## config.mk

```make
export PLATFORM = sky130hd
export DESIGN_NAME = button_conditioner
export DESIGN_NICKNAME = d
export VERILOG_FILES = /design/src/rtl/button_conditioner.sv
export SDC_FILE = /design/constraint.sdc
export NUM_CORES = 1
export LEC_CHECK = 0
export CORE_MARGIN = 1
export CORE_UTILIZATION = 59
export CTS_CLUSTER_DIAMETER = 100
export CTS_CLUSTER_SIZE = 10
export DETAILED_ROUTE_END_ITERATION = 6
export HOLD_SLACK_MARGIN = 0.12
export PLACE_DENSITY = 0.79
export SLEW_MARGIN = 5
export SYNTH_ARGS = -nofsm -noshare
export SYNTH_HDL_FRONTEND = slang
export SYNTH_SLANG_ARGS = --single-unit
```

## constraint.sdc

```tcl
create_clock -name clk -period 3.4 [get_ports clk]
set_clock_uncertainty 0.1 [all_clocks]
set_input_delay 0.51 -clock clk [delete_from_list [all_inputs] [get_ports clk]]
set_output_delay 0.51 -clock clk [all_outputs]
set_load 0.01 [all_outputs]
```

## src/rtl/button_conditioner.sv

```systemverilog
// Push-button front end: two-flop synchroniser, per-button debounce counter,
// registered press pulses and software-acknowledged sticky press flags.
module button_conditioner #(
    parameter int DB_COUNT = 400000,
    parameter int CNT_W    = 19
) (
    input  logic       clk,
    input  logic       reset,
    input  logic [4:0] btn_raw,
    output logic [4:0] level,
    output logic [4:0] press_pulse,
    output logic [7:0] events,
    input  logic       ack,
    input  logic [4:0] ack_mask,
    output logic       irq
);

    localparam logic [CNT_W-1:0] TERMINAL = CNT_W'(DB_COUNT - 1);

    logic [4:0] sync1_reg;
    logic [4:0] sync2_reg;
    logic [4:0] level_reg;
    logic [4:0] level_next;
    logic [4:0] rise;
    logic [4:0] press_pulse_reg;
    logic [4:0] sticky_reg;
    logic [4:0] sticky_next;

    genvar gi;
    generate
        for (gi = 0; gi < 5; gi++) begin : g_btn
            logic [CNT_W-1:0] count_reg;
            logic [CNT_W-1:0] count_next;
            logic             differs;
            logic             terminal;

            assign differs  = sync2_reg[gi] ^ level_reg[gi];
            assign terminal = (count_reg == TERMINAL);

            // Count only while the synchronised input disagrees with the
            // accepted level; any agreement restarts the window.
            always_comb begin
                count_next = '0;
                if (differs && !terminal) begin
                    count_next = count_reg + CNT_W'(1);
                end
            end

            always_ff @(posedge clk) begin
                if (reset) begin
                    count_reg <= '0;
                end else begin
                    count_reg <= count_next;
                end
            end

            assign level_next[gi] = (differs && terminal) ? sync2_reg[gi] : level_reg[gi];
            assign rise[gi]       = differs && terminal && sync2_reg[gi];
        end
    endgenerate

    // A press landing on the same edge as its own clear keeps the flag set.
    always_comb begin
        sticky_next = sticky_reg | rise;
        if (ack) begin
            sticky_next = (sticky_reg & ~ack_mask) | rise;
        end
    end

    always_ff @(posedge clk) begin
        if (reset) begin
            sync1_reg       <= '0;
            sync2_reg       <= '0;
            level_reg       <= '0;
            press_pulse_reg <= '0;
            sticky_reg      <= '0;
        end else begin
            sync1_reg       <= btn_raw;
            sync2_reg       <= sync1_reg;
            level_reg       <= level_next;
            press_pulse_reg <= rise;
            sticky_reg      <= sticky_next;
        end
    end

    assign level       = level_reg;
    assign press_pulse = press_pulse_reg;
    assign events      = {3'b000, sticky_reg};
    assign irq         = |sticky_reg;

endmodule
```

==> run_results.csv, run 1 <==
group,metric,value,unit
finish,finalCoreUtilization,71.9,%
pwr,peakVddDrop,0.000326,V
worst_setup_path,cp.arrival,2630,ps
min_path,hold_path_class,"reg2reg",
floorplan,initial_utilization,60.8,%
route,viasPerCell,5.77,
yosys,yosysWarnings,0,
sta,maxSlewHeadroom,20.3,%
worst_setup_path,slowest_stage,"o21ai_1",
sta,worst_slack,1010,ps
grt,use_met2,41.7,%
sta,fmaxAchievable,0.419,GHz
clock_network,cts_buffer_depth,2,
route,wire_per_inst,14.7,microns
grt,gr-total-overflow,0,
yosys,post_synth.cell_area_avg,8.76,sq um
route,firstDrtPassIters,5,
min_path,whs_endpoint,"sync2_reg[4]$_SDFF_PP0_",
clock_network,tritoncts,"done",
floorplan,dieWidth,96.8,microns
finish,drive_gt1_share,7.08,%
run,max_cap_viol_count,0,
yosys,synth_compound_area_share,4.90,%
grt,grt_max_degree,27,
grt,grt_pass1_vias,4153,
floorplan,rows,34,
grt,grt_first_pass_wirelength,19000,microns
sta,final.setup.tns,0,ps
finish,instances_no_fill,758,
yosys,ys.flop_type,"dfxtp_1",
finish,final_nets,656,
worst_setup_path,critPathMaxFanout,18,
clock_network,ctsRootBufferMaster,"clkbuf_8",
yosys,synth.distinct_cells,51,
worst_setup_path,r2r-end,"g_btn[4].count_reg[9]$_SDFF_PP0_",
min_path,min-delay-start,"sync1_reg[4]$_SDFF_PP0_",
worst_setup_path,cp.required,3640,ps
clock_network,post-cts-setup-buffers,0,
route,drc_errors,0,
clock_network,path_clk_slew,50,ps
grt,grt_use_total,24.7,%
finish,design_area,6270,sq um
yosys,async_flop_share,0,%
clock_network,h-tree-depth,4,
sta,fin_crit,2390,ps
pwr,power,3.34,mW
clock_network,cts_sinks,120,
route,wirelength,11200,microns
yosys,synthXorXnorAreaFrac,12.2,%
worst_setup_path,end_kind,"flip-flop",
clock_network,cts_resized,0,
worst_setup_path,r2r_slack,1010,ps
clock_network,cts_buffers,17,
grt,grt_antenna_before_repair,0,
placed_design,dp_hpwl,7270,microns
yosys,synthAdderAreaFrac,1.18,%
sta,fin_crit_sh,70.2,%
yosys,synth_top_family_by_area,"simple AND/OR/NAND/NOR gates",
grt,busiest_layer,"met2",
placed_design,place_congestion,0.889,
finish,fillers,653,
floorplan,die-area,9380,sq um
yosys,synth_area,5310,sq um
worst_setup_path,critPathLaunchType,"flip-flop",
yosys,syn_inst,606,
floorplan,die_h,96.8,microns
worst_setup_path,rr_worst_depth,5,
worst_setup_path,slowest_delay,950,ps
worst_setup_path,critical_path_class,"reg2reg",
placed_design,pre_cts_ws,787,ps
pwr,power_leakage,1.88,nW
sta,rsz0062_at_grt,"no",
grt,use_met3,5.13,%
floorplan,coreArea,8720,sq um
worst_setup_path,reg2reg_from,"g_btn[4].count_reg[0]$_SDFF_PP0_",
sta,report.final.hold_viol_count,0,
grt,globalRouteMet1Util,30.8,%
finish,area_growth,18.2,%
placed_design,dpl.cell_count,727,
yosys,seq_area_frac_synth,45.3,%
route,dr_total_vias,4375,
clock_network,clk_latency,510,ps
sta,setup_viol,0,
route,postRouteAntennaNets,0,
min_path,hold_depth,1,
placed_design,postPlaceCellArea,5660,sq um
sta,slew_violations,0,
run_status,status,"finished, final reports clean",
sta,worstMarginPinSlew,1190,ps
yosys,synth-edff-count,0,
yosys,muxShareOfSynthArea,1.34,%
placed_design,portBuffers,28,
floorplan,io_pins,32,
yosys,ys_seq_elements,120,
finish,largest_reg_flops,95,
yosys,synth-simple-area-share,31.9,%
pwr,p_per_area,533,nW/um^2
finish,insertedDiodeCount,0,
clock_network,cts_hold_buf,0,
sta,whs,333,ps
worst_setup_path,worstPathCellList,"ha_1, and3_1, nand3_1, o21ai_1, nor2_1",
route,drt_iter0_markers,193,
cell usage after synthesis, types with 11 or more instances:
cell type | n | area [sq um]
a21oi_1 | 13 | 65.1
and3_1 | 13 | 81.3
clkbuf_1 | 11 | 41.3
dfxtp_1 | 120 | 2400
inv_1 | 18 | 67.6
nand2_1 | 29 | 109
nand3_1 | 41 | 205
nand4_1 | 24 | 150
nor2_1 | 96 | 360
nor2b_1 | 12 | 75.1
nor3_1 | 25 | 125
nor4_1 | 30 | 188
xnor2_1 | 59 | 517
xor2_1 | 15 | 131
metal layers:
layer,part of all wire (%),wire [microns]
met3,4.1,460
met1,45,5050
met2,49,5480
met5,0,0
met4,1.5,169
how the worst max path moves through the flow:
stage	startpoint	endpoint	slack [ps]	cells past startpoint
4_1_cts	g_btn[4].count_reg[0]$_SDFF_PP0_	g_btn[4].count_reg[6]$_SDFF_PP0_	1030	5
2_1_floorplan	g_btn[0].count_reg[14]$_SDFF_PP0_	g_btn[0].count_reg[14]$_SDFF_PP0_	1430	6
3_3_place_gp	reset	g_btn[4].count_reg[13]$_SDFF_PP0_	850	5
6_report	g_btn[4].count_reg[0]$_SDFF_PP0_	g_btn[4].count_reg[9]$_SDFF_PP0_	1010	5
3_5_place_dp	reset	g_btn[4].count_reg[6]$_SDFF_PP0_	790	5
5_1_grt	g_btn[4].count_reg[0]$_SDFF_PP0_	g_btn[4].count_reg[9]$_SDFF_PP0_	720	5
area by class of cell:
cell class / instances / area [sq um] / share of cell area, %
Clock inverter: 10 / 175 / 2.79
Multi-Input combinational cell: 451 / 2740 / 43.8
Timing Repair Buffer: 30 / 308 / 4.91
Sequential cell: 120 / 2400 / 38.3
Inverter: 18 / 67.6 / 1.08
Tap cell: 108 / 135 / 2.15
Clock buffer: 21 / 439 / 7.00
power breakdown:
group	leakage [nW]	switching, mW	internal [mW]
sequential	0.969	0.00490	1.41
combinational	0.603	0.0266	0.0240
clock	0.305	0.601	1.27
total	1.88	0.632	2.71
worst max-delay path, delay by kind of cell (launching register included):
family | cells | cell delay (ps)
simple gates | 3 | 570
fa+ha+maj | 1 | 220
compound gates | 1 | 950
flops | 1 | 370
cell usage in the layout, fill, tap and decap left out, types with 3 or more instances in the layout:
master,instances
bufinv_16,5
and3_1,13
a21oi_1,13
nor2_1,96
clkbuf_16,16
dfxtp_1,120
nand4_1,24
xor2_1,15
conb_1,3
clkbuf_1,3
nor3_1,25
or2_2,6
ha_1,5
xnor2_1,59
nor4bb_1,4
nor4b_1,8
nand3_1,41
mux2i_1,6
clkdlybuf4s50_1,28
inv_1,18
o21ai_0,9
clkinv_2,5
nor2b_1,12
nor4_1,30
o21ai_1,4
or3_1,6
nand2_1,29
nand2b_1,9
or4_1,4
a31o_2,3
kinds of logic after synthesis:
logic type	count (synthesis)
muxes	7
adders and majority gates	5
other	1
DFF	120
xor gates and xnor gates	74
and+or+nand+nor	321
buffers and inverters	37
AOI/OAI and AO/OA	41
(Power assumes the default switching activity.)
==> run 2, diff against run 1 <==
--- a/config.mk
+++ b/config.mk
@@ -6,12 +6,12 @@
 export NUM_CORES = 1
 export LEC_CHECK = 0
 export CORE_MARGIN = 1
-export CORE_UTILIZATION = 59
+export CORE_UTILIZATION = 53
 export CTS_CLUSTER_DIAMETER = 100
 export CTS_CLUSTER_SIZE = 10
 export DETAILED_ROUTE_END_ITERATION = 6
 export HOLD_SLACK_MARGIN = 0.12
-export PLACE_DENSITY = 0.79
+export PLACE_DENSITY = 0.75
 export SLEW_MARGIN = 5
 export SYNTH_ARGS = -nofsm -noshare
 export SYNTH_HDL_FRONTEND = slang
==> constraint.sdc (replaced) <==
create_clock -name clk -period 2.1 [get_ports clk]
set_clock_uncertainty 0.1 [all_clocks]
set_input_delay 0.315 -clock clk [delete_from_list [all_inputs] [get_ports clk]]
set_output_delay 0.315 -clock clk [all_outputs]
set_load 0.01 [all_outputs]
==> run_results.csv, run 2 (synthesis gave the netlist of run 1 again) <==
group,metric,value,unit
route,drc_errors,0,
sta,setup_viol,0,
pwr,peakVddDrop,0.000598,V
floorplan,initial_utilization,54.5,%
worst_setup_path,critPathMaxFanout,5,
finish,final_nets,678,
floorplan,coreArea,9730,sq um
run,max_cap_viol_count,0,
worst_setup_path,slowest_delay,610,ps
clock_network,cts_sinks,120,
grt,gr-total-overflow,0,
clock_network,tritoncts,"done",
finish,design_area,6420,sq um
finish,area_growth,20.9,%
run_status,status,"finished, final reports clean",
sta,fmaxAchievable,0.502,GHz
route,viasPerCell,5.41,
placed_design,pre_cts_ws,85.8,ps
pwr,power_leakage,1.95,nW
floorplan,die-area,10400,sq um
finish,largest_reg_flops,95,
floorplan,io_pins,32,
grt,grt_first_pass_wirelength,18800,microns
grt,grt_max_degree,38,
clock_network,clk_latency,540,ps
floorplan,dieWidth,102,microns
floorplan,die_h,102,microns
sta,maxSlewHeadroom,64.1,%
route,wirelength,11000,microns
worst_setup_path,slowest_stage,"or4b_2",
placed_design,dp_hpwl,7940,microns
sta,slew_violations,0,
min_path,min-delay-start,"btn_raw[2]",
grt,grt_use_total,23.5,%
clock_network,ctsRootBufferMaster,"clkbuf_8",
placed_design,postPlaceCellArea,5850,sq um
finish,finalCoreUtilization,65.9,%
pwr,power,5.10,mW
route,postRouteAntennaNets,0,
grt,grt_antenna_before_repair,0,
min_path,hold_path_class,"in2reg",
worst_setup_path,end_kind,"flip-flop",
clock_network,path_clk_slew,60,ps
sta,final.setup.tns,0,ps
grt,grt_pass1_vias,4218,
pwr,p_per_area,794,nW/um^2
worst_setup_path,crit_start,"g_btn[1].count_reg[0]$_SDFF_PP0_",
sta,fin_crit_sh,94.9,%
route,wire_per_inst,13.6,microns
route,firstDrtPassIters,4,
sta,report.final.hold_viol_count,0,
finish,final_cell_mix,"dfxtp_1, nor2_1, xnor2_1",
clock_network,cts_buffer_depth,2,
sta,rsz0062_at_grt,"no",
worst_setup_path,critical_path_class,"reg2reg",
route,dr_total_vias,4359,
finish,drive_gt1_share,10.7,%
sta,fin_crit,1990,ps
clock_network,post-cts-setup-buffers,0,
route,drt_iter0_markers,151,
clock_network,h-tree-depth,4,
sta,worst_slack,107,ps
worst_setup_path,reg2reg_from,"g_btn[1].count_reg[0]$_SDFF_PP0_",
worst_setup_path,critPathLaunchType,"flip-flop",
finish,layout_commonest_cell,"dfxtp_1",
placed_design,portBuffers,28,
worst_setup_path,worstPathCellList,"ha_1, nand3_1, nor3_2, or4b_2, a21oi_1",
sta,worstMarginPinSlew,531,ps
worst_setup_path,cp.arrival,2370,ps
finish,insertedDiodeCount,0,
placed_design,place_congestion,0.879,
floorplan,rows,36,
clock_network,cts_buffers,17,
worst_setup_path,cp.required,2470,ps
run 2: cell count changes in the layout (fill, tap and decap cells not counted):
cell             delta
nor3_2              +1
clkdlybuf4s50_1     -1
nor3_1              -1
bufinv_16           -3
clkinv_4            +3
dlygate4sd2_1       +1
clkinv_2            +1
buf_4              +22
clkbuf_1            -3
clkinvlp_4          +2
run 2: metal layers:
layer	vias up	part of all wire, %	track usage (%)
li1	2245	-	-
met1	2013	45	28.0
met2	79	49	39.0
met3	22	3.6	6.43
met4	0	2.3	11.4
met5	-	0	0
run 2: area by class of cell:
class / count / area [sq um]
clock buffer: 18 / 428
clock inverter: 13 / 131
fill: 818 / 3310
inverter: 18 / 67.6
multi-input combinational: 451 / 2750
sequential: 120 / 2400
tap: 133 / 166
timing repair buffer: 52 / 472
run 2: path summary, 6_finish.rpt:
kind,to,slack [ps],cells past startpoint
setup / recovery,g_btn[1].count_reg[18]$_SDFF_PP0_,110,5
setup reg to reg,g_btn[1].count_reg[18]$_SDFF_PP0_,110,5
hold reg to reg,sync2_reg[2]$_SDFF_PP0_,330,1
hold / removal,sync1_reg[2]$_SDFF_PP0_,240,2
run 2: what timing repair did:
action,4_1_cts,5_1_grt
pin swaps,0,1
resized for setup,1,1
setup endpoints to repair,1,2
hold buffers,0,0
run 2: stage by stage:
step | std cells | hold WS, ps
2_1_floorplan | 608 | 314
3_3_place_gp | 774 | 320
3_5_place_dp | 774 | 323
4_1_cts | 805 | 232
5_1_grt | 805 | 242
6_report | 805 | 237
run 2: worst max-delay path, delay by kind of cell, from the launching register on:
kind	cells	cell delay [ps]
adders and majority gates	1	250
and+or+nand+nor	3	1070
AOI/OAI and AO/OA	1	150
DFF	1	350
run 2: where the power goes:
group	internal [mW]	total (mW)	leakage [nW]	switching, mW
combinational	0.0437	0.0859	0.709	0.0422
clock	1.70	2.71	0.276	1.01
sequential	2.29	2.30	0.969	0.00772
total	4.03	5.10	1.95	1.06
==> run 3, diff against run 2 <==
--- a/config.mk
+++ b/config.mk
@@ -5,13 +5,14 @@
 export SDC_FILE = /design/constraint.sdc
 export NUM_CORES = 1
 export LEC_CHECK = 0
+export ABC_AREA = 1
 export CORE_MARGIN = 1
-export CORE_UTILIZATION = 53
+export CORE_UTILIZATION = 54
 export CTS_CLUSTER_DIAMETER = 100
 export CTS_CLUSTER_SIZE = 10
 export DETAILED_ROUTE_END_ITERATION = 6
 export HOLD_SLACK_MARGIN = 0.12
-export PLACE_DENSITY = 0.75
+export PLACE_DENSITY = 0.76
 export SLEW_MARGIN = 5
 export SYNTH_ARGS = -nofsm -noshare
 export SYNTH_HDL_FRONTEND = slang
==> run_results.csv, run 3 <==
group,metric,value,unit
route,routed-wl-met3,578,microns
floorplan,coreArea,10400,sq um
worst_setup_path,reg2reg_from,"g_btn[0].count_reg[0]$_SDFF_PP0_",
sta,fin_crit_sh,91.6,%
route,highest-signal-layer,"met4",
yosys,async_flop_share,0,%
worst_setup_path,cp.arrival,1510,ps
route,drc_errors,0,
yosys,yosys.area.top_type_share,41.0,%
finish,drive_gt1_share,10.6,%
placed_design,pre_cts_ws,224,ps
clock_network,cts_buffers,17,
floorplan,dieWidth,106,microns
clock_network,h-tree-depth,4,
worst_setup_path,critical_path_class,"reg2out",
clock_network,clk_latency,520,ps
route,wire_per_inst,12.0,microns
grt,grt_pass1_vias,5040,
sta,rsz0062_at_grt,"no",
pwr,combPwrFrac,1.6,%
route,met2_length,6050,microns
yosys,seq_area_frac_synth,41.0,%
placed_design,portBuffers,28,
finish,area_growth,16.0,%
yosys,synth.area.top_cells,"dfxtp_1, nand2_1, nor2_1, inv_1, nand3_1",
yosys,ys_seq_elements,120,
min_path,hold_depth,3,
sta,report.final.hold_viol_count,0,
pwr,peakVddDrop,0.000668,V
min_path,min-delay-start,"btn_raw[3]",
floorplan,die_h,106,microns
yosys,yosys.area.top_type,"dfxtp_1",
pwr,p_per_area,739,nW/um^2
floorplan,rows,37,
clock_network,cts_buffer_depth,2,
sta,fin_crit,1920,ps
worst_setup_path,slowest_delay,570,ps
yosys,synth_area,5860,sq um
route,drt_iter0_markers,255,
min_path,whs_endpoint,"sync1_reg[3]$_SDFF_PP0_",
clock_network,path_clk_slew,50,ps
pwr,p_int,3.99,mW
yosys,yosysWarnings,0,
route,postRouteAntennaNets,0,
finish,instances_no_fill,1026,
pwr,power_leakage,2.28,nW
route,firstDrtPassIters,4,
floorplan,initial_utilization,56.2,%
yosys,synth-edff-count,0,
yosys,syn_inst,838,
grt,grt_antenna_before_repair,0,
run_status,status,"finished, final reports clean",
sta,worst_slack,177,ps
floorplan,io_pins,32,
finish,largest_reg_flops,95,
sta,slew_violations,0,
pwr,share_seq_of_total_power,45.8,%
grt,grt_first_pass_wirelength,21800,microns
yosys,ys.flop_type,"dfxtp_1",
pwr,p_sw,1.03,mW
yosys,synth.most_common_cell,"nand2_1",
sta,fmaxAchievable,0.520,GHz
finish,finalCoreUtilization,65.2,%
yosys,synth.distinct_cells,36,
worst_setup_path,critPathLaunchType,"flip-flop",
clock_network,tritoncts,"done",
clock_network,cts_sinks,120,
worst_setup_path,path_buf_inv,1,
min_path,hold_path_class,"in2reg",
worst_setup_path,critical_path_cell_count,1,
run,max_cap_viol_count,0,
finish,fillers,910,
grt,gr-total-overflow,0,
yosys,ys_top_cells_by_count,"nand2_1, nor2_1, dfxtp_1",
placed_design,dpl.cell_count,996,
worst_setup_path,r2r-end,"g_btn[0].count_reg[15]$_SDFF_PP0_",
finish,layout_commonest_cell,"nand2_1",
pwr,clkPwrFrac,52.6,%
floorplan,die-area,11300,sq um
clock_network,cts_hold_buf,0,
clock_network,ctsRootBufferMaster,"clkbuf_8",
worst_setup_path,rr_worst_depth,8,
grt,grt_use_total,24.1,%
finish,final_cell_mix,"nand2_1, nor2_1, dfxtp_1",
route,viasPerCell,5.09,
clock_network,post-cts-setup-buffers,0,
yosys,post_synth.cell_area_avg,6.99,sq um
worst_setup_path,end_kind,"output pin",
finish,insertedDiodeCount,0,
grt,grt_max_degree,19,
worst_setup_path,critPathMaxFanout,4,
placed_design,dp_hpwl,8910,microns
pwr,p_sw_share,20.6,%
worst_setup_path,r2r_slack,320,ps
route,dr_total_vias,5218,
worst_setup_path,worstPathCellList,"clkdlybuf4s50_1",
worst_setup_path,cp_top_family,"buffers and inverters",
worst_setup_path,cp.required,1680,ps
finish,final_nets,897,
route,wl_met1,5480,microns
sta,setup_viol,0,
route,wirelength,12300,microns
worst_setup_path,slowest_stage,"clkdlybuf4s50_1",
sta,final.setup.tns,0,ps
placed_design,place_congestion,0.891,
run 3: cell types whose count changed after synthesis, moves of 11 or more:
cell      delta
nand4_1     -11
nor3_1      -13
nor2_2      +13
nand3b_1    +14
nor4_1      -30
nand2_1    +183
a21oi_1     +25
nor2b_1     -12
clkbuf_1    -11
nor2_1      +78
xnor2_1     -44
and3_1      -13
inv_1       +52
run 3: routing by layer:
metal	global-route usage (%)	vias to the layer above
li1	-	2714
met1	28.3	2365
met2	42.1	118
met3	6.56	21
met4	8.63	0
met5	0	-
run 3: final cells by class:
| cell class | instances | area, sq um | area share, % |
|---|---|---|---|
| inverters | 81 | 305 | 4.49 |
| repair buffers | 30 | 298 | 4.38 |
| clock buffers | 21 | 469 | 6.90 |
| flip-flops and latches | 120 | 2400 | 35.4 |
| well taps | 136 | 170 | 2.50 |
| multi-input cells | 629 | 3080 | 45.3 |
| clock inverters | 9 | 75.1 | 1.10 |
run 3: repair_timing:
action / CTS / global route
gates resized for setup: 1 / 1
pin swaps: 1 / 1
endpoints found under the setup margin: 1 / 1
run 3: worst max-delay path by stage:
stage                                           from  slack, ps                                end
floorplan           g_btn[2].count_reg[0]$_SDFF_PP0_        670  g_btn[2].count_reg[12]$_SDFF_PP0_
global placement                               reset        270  g_btn[0].count_reg[16]$_SDFF_PP0_
detailed placement                             reset        220   g_btn[1].count_reg[2]$_SDFF_PP0_
CTS                         sticky_reg[4]$_SDFF_PP0_          7                                irq
global route                   level[2]$_SDFFE_PP0P_        120                           level[2]
finish                         level[2]$_SDFFE_PP0P_        180                           level[2]
run 3: cells by family (layout without fill, tap and decap cells):
group	after synthesis	after routing	share of synthesized area [%]
AOI/OAI and AO/OA	53	53	4.76
xor gates and xnor gates	33	33	4.93
adders and majority gates	5	5	1.07
buffers and inverters	91	141	6.71
DFF	120	120	41.0
other	1	3	0.0640
and+or+nand+nor	535	535	41.5
run 3: through the flow:
step / instance area [sq um] / power, mW / hold WS (ps)
global placement: 6240 / 2.42 / 290
global route: 6800 / 5.18 / 230
CTS: 6790 / 5.05 / 231
finish: 6800 / 5.02 / 240
detailed placement: 6240 / 2.43 / 298
floorplan: 5870 / 2.40 / 288
run 3: power groups by stage:
| stage | logic, mW | clock network [mW] | registers (mW) |
|---|---|---|---|
| after floorplan | 0.0516 | 0 | 2.34 |
| after global placement | 0.0782 | 0 | 2.35 |
| after detailed placement | 0.0804 | 0 | 2.35 |
| after CTS | 0.0811 | 2.68 | 2.30 |
| after global routing | 0.0891 | 2.79 | 2.30 |
| final | 0.0801 | 2.64 | 2.30 |
